$ cat src/rtl/divider_if.sv
// ----------------------------------------------------------------------------
// divider_if : execute-stage <-> divider handshake bundle (ex_div)
//
// Signals
//   flush       EX -> DIV  pipeline flush; aborts an in-flight division
//   div_data1   EX -> DIV  dividend
//   div_data2   EX -> DIV  divisor
//   div_signed  EX -> DIV  1 = two's complement operands, 0 = unsigned
//   div_start   EX -> DIV  request, sampled only while the divider is idle
//   div_result  DIV -> EX  {remainder, quotient}, held until the next start
//   div_done    DIV -> EX  one-cycle strobe, div_result valid from this cycle
//
// Modports: master = execute stage, slave = divider.
// ----------------------------------------------------------------------------
interface divider_if #(
   parameter int unsigned DATA_WIDTH = 32
);
   logic                      flush;
   logic [DATA_WIDTH-1:0]     div_data1;
   logic [DATA_WIDTH-1:0]     div_data2;
   logic                      div_signed;
   logic                      div_start;
   logic [2*DATA_WIDTH-1:0]   div_result;
   logic                      div_done;

   modport master (
      output flush,
      output div_data1,
      output div_data2,
      output div_signed,
      output div_start,
      input  div_result,
      input  div_done
   );

   modport slave (
      input  flush,
      input  div_data1,
      input  div_data2,
      input  div_signed,
      input  div_start,
      output div_result,
      output div_done
   );
endinterface

$ cat src/rtl/divider.sv
// ----------------------------------------------------------------------------
// divider : iterative radix-2 restoring divider for DIV.W/DIV.WU/MOD.W/MOD.WU
//
// Ports
//   clk     system clock
//   rst     asynchronous reset, active-high
//   div_if  divider_if.slave bundle (flush, operands, signed, start in;
//           {remainder, quotient} result and done strobe out)
//
// Operation
//   IDLE : accept a start, turn operands into magnitudes and record the
//          quotient / remainder signs. A zero divisor goes straight to DONE
//          with quotient all-ones and the raw dividend as remainder.
//   BUSY : one quotient bit per cycle, MSB first, DATA_WIDTH cycles.
//   DONE : sign-correct, register the result, strobe div_done, back to IDLE.
//   flush forces IDLE from any state without a done strobe and without
//   touching the held result.
//
// Optional feature (macro DIVIDER_EARLY_TERM_EN)
//   When defined, a nonzero divisor whose magnitude exceeds the dividend
//   magnitude skips BUSY: quotient 0, remainder = original dividend.
//   When undefined those cases take the full iterative path; the result is
//   the same, only latency differs.
// ----------------------------------------------------------------------------
module divider #(
   parameter int unsigned DATA_WIDTH = 32
) (
   input  logic      clk,
   input  logic      rst,
   divider_if.slave  div_if
);

   localparam int unsigned DW       = DATA_WIDTH;
   localparam int unsigned CNT_W    = $clog2(DATA_WIDTH) + 1;
   localparam logic [CNT_W-1:0] LAST_CNT = CNT_W'(DATA_WIDTH - 1);

   typedef enum logic [1:0] {
      S_IDLE = 2'd0,
      S_BUSY = 2'd1,
      S_DONE = 2'd2
   } state_t;

   state_t              r_state;
   logic [CNT_W-1:0]    r_cnt;
   logic [DW-1:0]       r_rem;      // partial remainder
   logic [DW-1:0]       r_quo;      // dividend shifting out, quotient shifting in
   logic [DW-1:0]       r_dvs;      // divisor magnitude
   logic                r_neg_q;
   logic                r_neg_r;
   logic [2*DW-1:0]     r_result;
   logic                r_done;

   // Operand signs and magnitudes, evaluated on the live inputs in IDLE
   logic                w_sign1;
   logic                w_sign2;
   logic [DW-1:0]       w_mag1;
   logic [DW-1:0]       w_mag2;
   logic                w_div0;
   logic                w_early;

   assign w_sign1 = div_if.div_signed & div_if.div_data1[DW-1];
   assign w_sign2 = div_if.div_signed & div_if.div_data2[DW-1];
   assign w_mag1  = w_sign1 ? DW'(~div_if.div_data1 + DW'(1)) : div_if.div_data1;
   assign w_mag2  = w_sign2 ? DW'(~div_if.div_data2 + DW'(1)) : div_if.div_data2;
   assign w_div0  = (div_if.div_data2 == '0);

`ifdef DIVIDER_EARLY_TERM_EN
   // Quotient is zero and the dividend is already the remainder
   assign w_early = (w_mag2 > w_mag1);
`else
   assign w_early = 1'b0;
`endif

   // One restoring step: shift in the next dividend bit, trial subtract.
   // The extra top bit of the 33-bit difference is the borrow.
   logic [DW:0]         w_shift;
   logic [DW:0]         w_diff;
   logic                w_ge;

   assign w_shift = {r_rem, r_quo[DW-1]};
   assign w_diff  = w_shift - {1'b0, r_dvs};
   assign w_ge    = ~w_diff[DW];

   // Sign correction applied on the way out of DONE
   logic [DW-1:0]       w_q_fix;
   logic [DW-1:0]       w_r_fix;

   assign w_q_fix = r_neg_q ? DW'(~r_quo + DW'(1)) : r_quo;
   assign w_r_fix = r_neg_r ? DW'(~r_rem + DW'(1)) : r_rem;

   // Control FSM and datapath registers
   always_ff @(posedge clk or posedge rst) begin
      if (rst) begin
         r_state  <= S_IDLE;
         r_cnt    <= '0;
         r_rem    <= '0;
         r_quo    <= '0;
         r_dvs    <= '0;
         r_neg_q  <= 1'b0;
         r_neg_r  <= 1'b0;
         r_result <= '0;
         r_done   <= 1'b0;
      end else begin
         r_done <= 1'b0;
         if (div_if.flush) begin
            r_state <= S_IDLE;
         end else begin
            case (r_state)
               S_IDLE: begin
                  if (div_if.div_start) begin
                     if (w_div0) begin
                        // Raw dividend and all-ones quotient, never corrected
                        r_rem   <= div_if.div_data1;
                        r_quo   <= '1;
                        r_neg_q <= 1'b0;
                        r_neg_r <= 1'b0;
                        r_state <= S_DONE;
                     end else if (w_early) begin
                        r_rem   <= div_if.div_data1;
                        r_quo   <= '0;
                        r_neg_q <= 1'b0;
                        r_neg_r <= 1'b0;
                        r_state <= S_DONE;
                     end else begin
                        r_rem   <= '0;
                        r_quo   <= w_mag1;
                        r_dvs   <= w_mag2;
                        r_neg_q <= w_sign1 ^ w_sign2;
                        r_neg_r <= w_sign1;
                        r_cnt   <= '0;
                        r_state <= S_BUSY;
                     end
                  end
               end

               S_BUSY: begin
                  r_rem <= w_ge ? w_diff[DW-1:0] : w_shift[DW-1:0];
                  r_quo <= {r_quo[DW-2:0], w_ge};
                  r_cnt <= r_cnt + CNT_W'(1);
                  if (r_cnt == LAST_CNT) begin
                     r_state <= S_DONE;
                  end
               end

               S_DONE: begin
                  r_result <= {w_r_fix, w_q_fix};
                  r_done   <= 1'b1;
                  r_state  <= S_IDLE;
               end

               default: begin
                  r_state <= S_IDLE;
               end
            endcase
         end
      end
   end

   assign div_if.div_result = r_result;
   assign div_if.div_done   = r_done;

endmodule

$ cat src/flat_wrapper.sv
// flat-port wrapper written by rule: the top's interface ports become plain ports
module divider_flat 
#(
   parameter int unsigned DATA_WIDTH = 32
)
  (clk, rst, div_if_flush, div_if_div_data1, div_if_div_data2, div_if_div_signed, div_if_div_start, div_if_div_result, div_if_div_done);
  divider_if #(.DATA_WIDTH(DATA_WIDTH)) div_if_i ();
  input  logic clk;
  input  logic rst;
  input wire logic [$bits(div_if_i.flush)-1:0] div_if_flush;
  input wire logic [$bits(div_if_i.div_data1)-1:0] div_if_div_data1;
  input wire logic [$bits(div_if_i.div_data2)-1:0] div_if_div_data2;
  input wire logic [$bits(div_if_i.div_signed)-1:0] div_if_div_signed;
  input wire logic [$bits(div_if_i.div_start)-1:0] div_if_div_start;
  output wire logic [$bits(div_if_i.div_result)-1:0] div_if_div_result;
  output wire logic [$bits(div_if_i.div_done)-1:0] div_if_div_done;
  assign div_if_i.flush = div_if_flush;
  assign div_if_i.div_data1 = div_if_div_data1;
  assign div_if_i.div_data2 = div_if_div_data2;
  assign div_if_i.div_signed = div_if_div_signed;
  assign div_if_i.div_start = div_if_div_start;
  assign div_if_div_result = div_if_i.div_result;
  assign div_if_div_done = div_if_i.div_done;
  divider #(.DATA_WIDTH(DATA_WIDTH)) u_core (.clk(clk), .rst(rst), .div_if(div_if_i));
endmodule
$ cat config.mk
export PLATFORM = sky130hd
export DESIGN_NAME = divider_flat
export DESIGN_NICKNAME = d
export VERILOG_FILES = /design/src/rtl/divider_if.sv /design/src/rtl/divider.sv /design/src/flat_wrapper.sv
export SDC_FILE = /design/constraint.sdc
export NUM_CORES = 1
export LEC_CHECK = 0
export CAP_MARGIN = 10
export CORE_ASPECT_RATIO = 0.75
export CORE_MARGIN = 2
export CORE_UTILIZATION = 40
export CTS_BUF_LIST = sky130_fd_sc_hd__clkbuf_8
export DETAILED_ROUTE_END_ITERATION = 8
export SETUP_SLACK_MARGIN = 0.3
export SLEW_MARGIN = 20
export SYNTH_ARGS = -nofsm -noshare
export SYNTH_HDL_FRONTEND = slang
export SYNTH_SLANG_ARGS = --single-unit
$ cat constraint.sdc
create_clock -name clk -period 6.65 [get_ports clk]
set_clock_uncertainty 0.1 [all_clocks]
set_input_delay 1.33 -clock clk [delete_from_list [all_inputs] [get_ports clk]]
set_output_delay 1.33 -clock clk [all_outputs]
set_load 0.005 [all_outputs]
# After elaboration in Yosys (flattened, before gate mapping)
# Cells that the tools add are included.
# op_classes
n_addsub	6
n_eq_ne	7
muxes	23
bitwise_logic	10
n_reduce_logical	9
# op_table
operator	n
two-way mux 32 bit	9
adder 32 x 1 -> 32 bit, second input constant	4
NOT 32 bit	4
one-hot mux 32 bit (2 select lines)	2
subtractor 33 x 32 -> 33 bit	1
zero test 32 bit	1
two-way mux 6 bit	2
one-hot mux 6 bit (2 select lines)	1
two-way mux 2 bit	4
AND reduction 4 bit	2
adder 6 x 1 -> 6 bit, second input constant	1
equality test 6 x 5 -> 1 bit, second input constant	1
AND reduction 3 bit	2
two-way mux 1 bit	4
!= test 2 bit, second input constant	2
one-hot mux 2 bit (2 select lines)	1
AND reduction 2 bit	2
!= test 3 x 2 -> 1 bit, second input constant	1
!= test 3 bit, second input constant	1
NOT 1 bit	3
bitwise AND 1 bit	2
equality test 2 x 1 -> 1 bit, second input constant	1
equality test 2 bit, second input constant	1
zero test 2 bit	1
other kinds (2)	2
# totals
register_bits	171
output_inout_bits	65

# Longest topological paths before layout
# Gate-level depths: netlist of the first run.
# logic_depth
depth_word	6
mapped_depth	14
ltp_nobuf	13

# Least setup slack after synthesis of the first run
# No wires, ideal clock.
# synth_path
path_kind	input-to-reg
start	in div_if_div_data2[27]
end	reg u_core.r_cnt[3]
setup_time_ps	132
arrival_ps	3519
required_time_ps	6418
setup_slack_ps	2899
stages	7
n_path_buf	0
path_cell_list	or4_1 or3_1 nor4_2 a21oi_1 nand4_1 xor2_1 nor2_1
# synth_via
elab_chain_len	3
# synth_rtl
item	line	rtl
start, declared	flat_wrapper.sv:12	input wire logic [$bits(div_if_i.div_data2)-1:0] div_if_div_data2;
zero test 32 bit	divider.sv:65	assign w_div0 = (div_if.div_data2 == '0);
!= test 2 bit (no line)	-	
AND reduction 4 bit (no line)	-	
end signal, assigned	divider.sv:139	r_cnt <= r_cnt + CNT_W'(1);
end, declared	divider.sv:44	logic [CNT_W-1:0] r_cnt;
# Every way passes these cells.
# A chain may end at the register's enable or synchronous reset.

# Worst setup path after layout of the first run
# layout_path
start	reg u_core.r_quo[31]
end	reg u_core.r_rem[2]
# layout_via
elab_chain_len	3
# layout_rtl
item	line	rtl
start, declared	divider.sv:46	logic [DW-1:0] r_quo;
start signal, assigned	divider.sv:126	r_quo <= w_mag1;
start signal, assigned	divider.sv:138	r_quo <= {r_quo[DW-2:0], w_ge};
subtractor 33 x 32 -> 33 bit	divider.sv:81	assign w_diff = w_shift - {1'b0, r_dvs};
two-way mux 32 bit	divider.sv:137	r_rem <= w_ge ? w_diff[DW-1:0] : w_shift[DW-1:0];
one-hot mux 32 bit (2 select lines)	divider.sv:108	case (r_state)
end signal, assigned	divider.sv:113	r_rem <= div_if.div_data1;
end signal, assigned	divider.sv:119	r_rem <= div_if.div_data1;
end signal, assigned	divider.sv:137	
end, declared	divider.sv:45	logic [DW-1:0] r_rem;
# Every way passes these cells.

==> flow_metrics.env, run 1 <==
export IMPL_max_slew_worst_pin_slew_ns=0.964
export IMPL_drive_gt1_share_pct=4.72
export IMPL_path_max_fanout=15
export IMPL_final_common_cell="nand2_1"
export IMPL_hp_class="reg2reg"
export IMPL_ys_warn_count=0
export IMPL_vdd_ir_drop_worst_mv=0.190
export IMPL_syn_inst=1404
export IMPL_synth_fp_nets=1511
export IMPL_cts_sinks=171
export IMPL_crit_type="reg2reg"
export IMPL_routed_wirelength_mm=34.5
export IMPL_firstDrtPassIters=6
export IMPL_cts_setup_buffers=0
export IMPL_critPathCaptureType="flip-flop"
export IMPL_period_minus_slack_ns=4.48
export IMPL_synth_edf_count=0
export IMPL_via_count=10500
export IMPL_grt_pass1_wl_mm=55.8
export IMPL_place_congestion=0.909
export IMPL_synth_area_per_cell_um2=8.14
export IMPL_final_fill_count=2798
export IMPL_synth_seq_area_share_pct=37.4
export IMPL_setup_viol_count_final=0
export IMPL_grt_max_degree=130
export IMPL_pin_count=134
export IMPL_n_antenna_cell=0
export IMPL_die_w_um=199
export IMPL_crit_required_ns=6.97
export IMPL_max_cap_violations=0
export IMPL_crit_chain="inv_1 > ha_1 > fa_1 > nor2b_1 > o21ai_0 > a21oi_1 > o21ai_0 > a21o_1 > a31oi_1 > o31a_1 > nand2_1 > buf_4 > o41ai_1 > o22a_1"
export IMPL_h_tree_depth=4
export IMPL_antenna_found_initial=0
export IMPL_rr_worst_depth=14
export IMPL_whs_path_depth=2
export IMPL_die_area_um2=30000
export IMPL_slowest_delay_ns=0.65
export IMPL_die_h_um=150
export IMPL_row_count=53
export IMPL_layoutNonFillerInstCount=1890
export IMPL_finalSetupTns_ns=0
export IMPL_timing_critical_path_from_type="flip-flop"
export IMPL_groute_usage_overall_pct=23.9
export IMPL_ant_nets=0
export IMPL_slowest_stage="a31oi_1"
export IMPL_drv_slew=0
export IMPL_rsz0062_at_grt="false"
export IMPL_syn2layout_area_growth_pct=18.2
export IMPL_clock_latency_ns=0.48
export IMPL_slew_limit_headroom_pct=35.8
export IMPL_ys_flop_type="dfrtp_1"
export IMPL_synth_seq_cells=171
export IMPL_nNetsFinal=1601
export IMPL_arrival_ns=4.79
export IMPL_run_status="finished, final reports clean"
export IMPL_fmax_mhz=223
export IMPL_drt_initial_drc_count=936
export IMPL_cts_root_buffer="clkbuf_8"
export IMPL_cts_buffers=17
export IMPL_final_cell_mix="nand2_1 (206), dfrtp_1 (171), o21ai_0 (169)"
export IMPL_placed_cells=1860
export IMPL_io_buffers=133
export IMPL_hold_buffers=0
export IMPL_synth_cell_type_count=68
export IMPL_syn_area_um2=11400
export IMPL_grt_ovfl_total=0
export IMPL_power_density_nw_per_um2=391
export IMPL_drc=0
export IMPL_grt_pass1_vias=10100
export IMPL_fin_crit_sh_pct=67.3
export IMPL_synthArstFlopShare_pct=100
export IMPL_core_um2=28100
export IMPL_cts_max_path_buffers=2
export IMPL_avgRoutedWirePerCell_um=18.3
export IMPL_viasPerCell=5.55
export IMPL_cts_resized=0
export IMPL_hpwl_mm=25.8
export IMPL_finalHoldViolations=0
export IMPL_path_clk_slew_ns=0.09
export IMPL_cts_tree="built"
export IMPL_initial_utilization_pct=40.7
export IMPL_crit_top_cell="o21ai_0"
export IMPL_p_leak_nw=5.51
## critical path, delay by kind of cell (launching register included)
family                     cells  cell delay (ns)
AOI/OAI and AO/OA              8             2.53
adders and majority gates      2             0.61
buffers and inverters          2             0.38
DFF                            1             0.37
and+or+nand+nor                2             0.43
## report_power, final
part,internal [mW],switching (mW)
Combinational,1.21,1.50
Clock,0.387,0.405
Sequential,1.40,0.383
Total,3.00,2.28
## state kept, by name, indices dropped and copies added, names as in the netlist
name,count
u_core.div_if.div_result,64
u_core.r_dvs,32
u_core.r_quo,32
u_core.r_rem,32
u_core.r_cnt,6
u_core.r_state,2
u_core.div_if.div_done,1
u_core.r_neg_q,1
u_core.r_neg_r,1
## cell usage after synthesis (all sizes together) (4+ instances only)
master / n / area, um^2
inv: 60 / 225
nand2b: 8 / 50.1
a211oi: 4 / 30.0
mux2i: 5 / 50.1
or4: 11 / 96.3
and2: 6 / 37.5
o41ai: 13 / 140
clkbuf: 70 / 263
o31ai: 39 / 293
o21bai: 7 / 52.6
dfrtp: 171 / 4280
o22a: 10 / 87.6
o22ai: 13 / 81.3
o21ai: 176 / 885
xnor2: 69 / 604
a21oi: 132 / 661
ha: 37 / 463
nand2: 206 / 773
a41oi: 4 / 35.0
nand3b: 4 / 30.0
buf: 7 / 46.3
nand4: 12 / 75.1
xor2: 78 / 683
nor4: 20 / 131
a31oi: 17 / 106
o211ai: 11 / 82.6
a21o: 10 / 75.1
or3: 16 / 100
nor2b: 10 / 62.6
nor3: 29 / 145
nor2: 87 / 327
nand3: 19 / 95.1
o21a: 4 / 30.0
or2: 9 / 58.8
## per-stage QoR
stage	cell area, um^2	setup WS (ns)	power [mW]	hold WS (ns)	utilization [%]
CTS	13500	2.23	5.29	0.392	48.2
global route	13500	1.75	5.73	0.413	48.2
detailed placement	13100	1.88	4.48	0.371	46.7
global placement	13100	1.95	4.46	0.363	46.7
floorplan	11400	0.588	3.46	0.373	-
finish	13500	2.17	5.28	0.386	48.2
## cell type report
type                            instances  area (um^2)  share of cell area (%)
Clock buffer                           19          262                    1.94
Clock inverter                         11          146                    1.08
Inverter                               60          230                    1.70
Multi-Input combinational cell       1096         6660                    49.3
Sequential cell                       171         4280                    31.7
Tap cell                              385          482                    3.57
Timing Repair Buffer                  148         1450                    10.7
## routing by layer
layer	vias up	share of wire [%]	track usage [%]
met5	-	0	0
met4	0	1.8	6.34
met3	38	5.4	3.94
met2	315	43	35.5
met1	4990	50	35.9
li1	5154	-	-
## cells by family (layout without fill, tap and decap cells)
kind of cell             Yosys count  after routing  share of synthesized area (%)
AO/OA/AOI/OAI                    458            458                           23.8
AND/OR/NAND/NOR                  446            446                           18.0
flip-flops                       171            171                           37.4
XOR/XNOR                         147            147                           11.3
buffers and inverters            137            238                           4.67
adder cells (fa/ha/maj)           38             38                           4.23
multiplexers                       7              7                          0.635
## path summary, 6_finish.rpt
kind	from	end	slack, ns
setup reg to reg	u_core.r_quo[31]	u_core.r_rem[2]	2.17
hold reg to reg	u_core.div_if.div_result[43]	u_core.div_if.div_result[43]	0.39
hold / removal	u_core.div_if.div_result[43]	u_core.div_if.div_result[43]	0.39
min in group asynchronous	rst	u_core.r_quo[23]	1.17
setup / recovery	u_core.r_quo[31]	u_core.r_rem[2]	2.17
max in group asynchronous	rst	u_core.r_dvs[28]	4.09
Note: power is estimated with default switching activity, not from simulation.
==> run 2: changes to the inputs <==
clock period = 4.3 ns   (was 6.65 ns; I/O delays follow)
==> run 2 against run 1 <==
Net effect:
- die area stayed put
- first-iteration DRC count decreased by 4.0%
- setup slack worse by 1.7 ns
- critical endpoint is now u_core.div_if.div_result[63]
==> flow_metrics.env, run 2 (same netlist as run 1, synthesis figures left out) <==
export IMPL_run_status="finished, final reports clean"
export IMPL_antenna_found_initial=0
export IMPL_power_mw=8.35
export IMPL_final_fill_count=2765
export IMPL_period_minus_slack_ns=3.83
export IMPL_viasPerCell=5.52
export IMPL_slew_limit_headroom_pct=37.1
export IMPL_drv_slew=0
export IMPL_power_density_nw_per_um2=606
export IMPL_io_buffers=133
export IMPL_finalSetupTns_ns=0
export IMPL_max_cap_violations=0
export IMPL_critPathCaptureType="flip-flop"
export IMPL_die_area_um2=30000
export IMPL_arrival_ns=4.12
export IMPL_drt_initial_drc_count=899
export IMPL_grt_ovfl_total=0
export IMPL_n_antenna_cell=0
export IMPL_die_h_um=150
export IMPL_grt_max_degree=68
export IMPL_rsz0062_at_grt="false"
export IMPL_grt_pass1_vias=9960
export IMPL_hp_class="reg2reg"
export IMPL_place_congestion=0.887
export IMPL_clock_latency_ns=0.49
export IMPL_finalHoldViolations=0
export IMPL_cts_buffers=17
export IMPL_p_leak_nw=5.67
export IMPL_hold_worst_slack_ns=0.381
export IMPL_die_w_um=199
export IMPL_crit_required_ns=4.59
export IMPL_initial_utilization_pct=40.7
export IMPL_setup_viol_count_final=0
export IMPL_grt_pass1_wl_mm=56.0
export IMPL_groute_usage_overall_pct=24.1
export IMPL_h_tree_depth=4
export IMPL_core_um2=28100
export IMPL_drc=0
export IMPL_hold_buffers=0
export IMPL_avgRoutedWirePerCell_um=18.2
export IMPL_cts_sinks=171
export IMPL_routed_wirelength_mm=35.0
export IMPL_cts_root_buffer="clkbuf_8"
export IMPL_hpwl_mm=26.7
export IMPL_crit_chain="or4_4 > or4_1 > or2_1 > or4_1 > or4_4 > or2_4 > o21ai_2 > nand2_1 > xnor2_1 > o21ai_0"
export IMPL_largest_reg_flops=64
export IMPL_syn2layout_area_growth_pct=20.6
export IMPL_pin_count=134
export IMPL_fin_crit_sh_pct=89.1
export IMPL_layout_setup_ws_ns=0.470
export IMPL_max_slew_worst_pin_slew_ns=0.940
export IMPL_cts_max_path_buffers=2
export IMPL_cts_setup_buffers=0
export IMPL_fmax_mhz=261
export IMPL_timing_critical_path_from_type="flip-flop"
export IMPL_drive_gt1_share_pct=6.72
export IMPL_vdd_ir_drop_worst_mv=0.362
export IMPL_row_count=53
export IMPL_final_cell_mix="nand2_1 (205), dfrtp_1 (170), o21ai_0 (168)"
export IMPL_cts_tree="built"
export IMPL_path_clk_slew_ns=0.10
export IMPL_final_common_cell="nand2_1"
export IMPL_crit_type="reg2reg"
export IMPL_firstDrtPassIters=5
export IMPL_nNetsFinal=1627
export IMPL_via_count=10600
export IMPL_ant_nets=0
export IMPL_path_max_fanout=8
export IMPL_slowest_stage="or4_4"
export IMPL_pre_cts_slack_ns=0.341
export IMPL_slowest_delay_ns=0.57
run 2: routing by layer:
layer	track usage (%)	up-vias	wire length [um]
li1	-	5205	-
met5	0	-	0
met2	36.3	273	15300
met3	4.44	46	2000
met1	35.9	5058	17100
met4	5.34	0	558
run 2: repair_timing:
item / 4_1_cts / 5_1_grt
endpoints found under the setup margin: 0 / 16
endpoints found under the hold margin: 0 / 0
gates resized for setup: 0 / 5
run 2: power breakdown:
group	internal, mW	total [mW]	switching (mW)
Clock	0.592	1.24	0.650
Combinational	2.00	4.39	2.39
Sequential	2.17	2.72	0.555
Total	4.75	8.35	3.60
run 2: final timing paths:
kind	start	to	slack (ns)	depth (start not counted)
min	u_core.div_if.div_result[35]	u_core.div_if.div_result[35]	0.38	2
max reg2reg	u_core.r_rem[6]	u_core.div_if.div_result[63]	0.47	10
min in group asynchronous	rst	u_core.div_if.div_result[24]	0.56	2
max	u_core.r_rem[6]	u_core.div_if.div_result[63]	0.47	10
min reg2reg	u_core.div_if.div_result[35]	u_core.div_if.div_result[35]	0.38	2
max in group asynchronous	rst	u_core.r_rem[6]	2.74	3
run 2: critical path, delay by kind of cell, from the launching register on:
family | cells | cell delay, ns
AOI/OAI and AO/OA | 2 | 0.34
DFF | 1 | 0.49
xor gates and xnor gates | 1 | 0.14
and+or+nand+nor | 7 | 2.66
run 2: layout make-up:
| cell class | instances | area, um^2 | area share, % |
|---|---|---|---|
| Clock buffer | 18 | 248 | 1.80 |
| Clock inverter | 14 | 171 | 1.24 |
| Inverter | 60 | 229 | 1.66 |
| Multi-Input combinational cell | 1096 | 6670 | 48.4 |
| Sequential cell | 171 | 4280 | 31.1 |
| Tap cell | 385 | 482 | 3.50 |
| Timing Repair Buffer | 174 | 1700 | 12.3 |
run 2: per-stage QoR:
stage,instance area (um^2),util [%],cells
after floorplan,11400,-,1404
after global placement,13300,47.6,1886
after detailed placement,13300,47.6,1886
after CTS,13800,49.1,1918
after global routing,13800,49.1,1918
final,13800,49.1,1918
==> run 3: changes to the inputs <==
SKIP_CTS_REPAIR_TIMING = 1   (was not set)
SLEW_MARGIN = not set   (was 20)
==> results of run 3 <==
The final DEF is identical to that of run 2; final timing and power are the same.
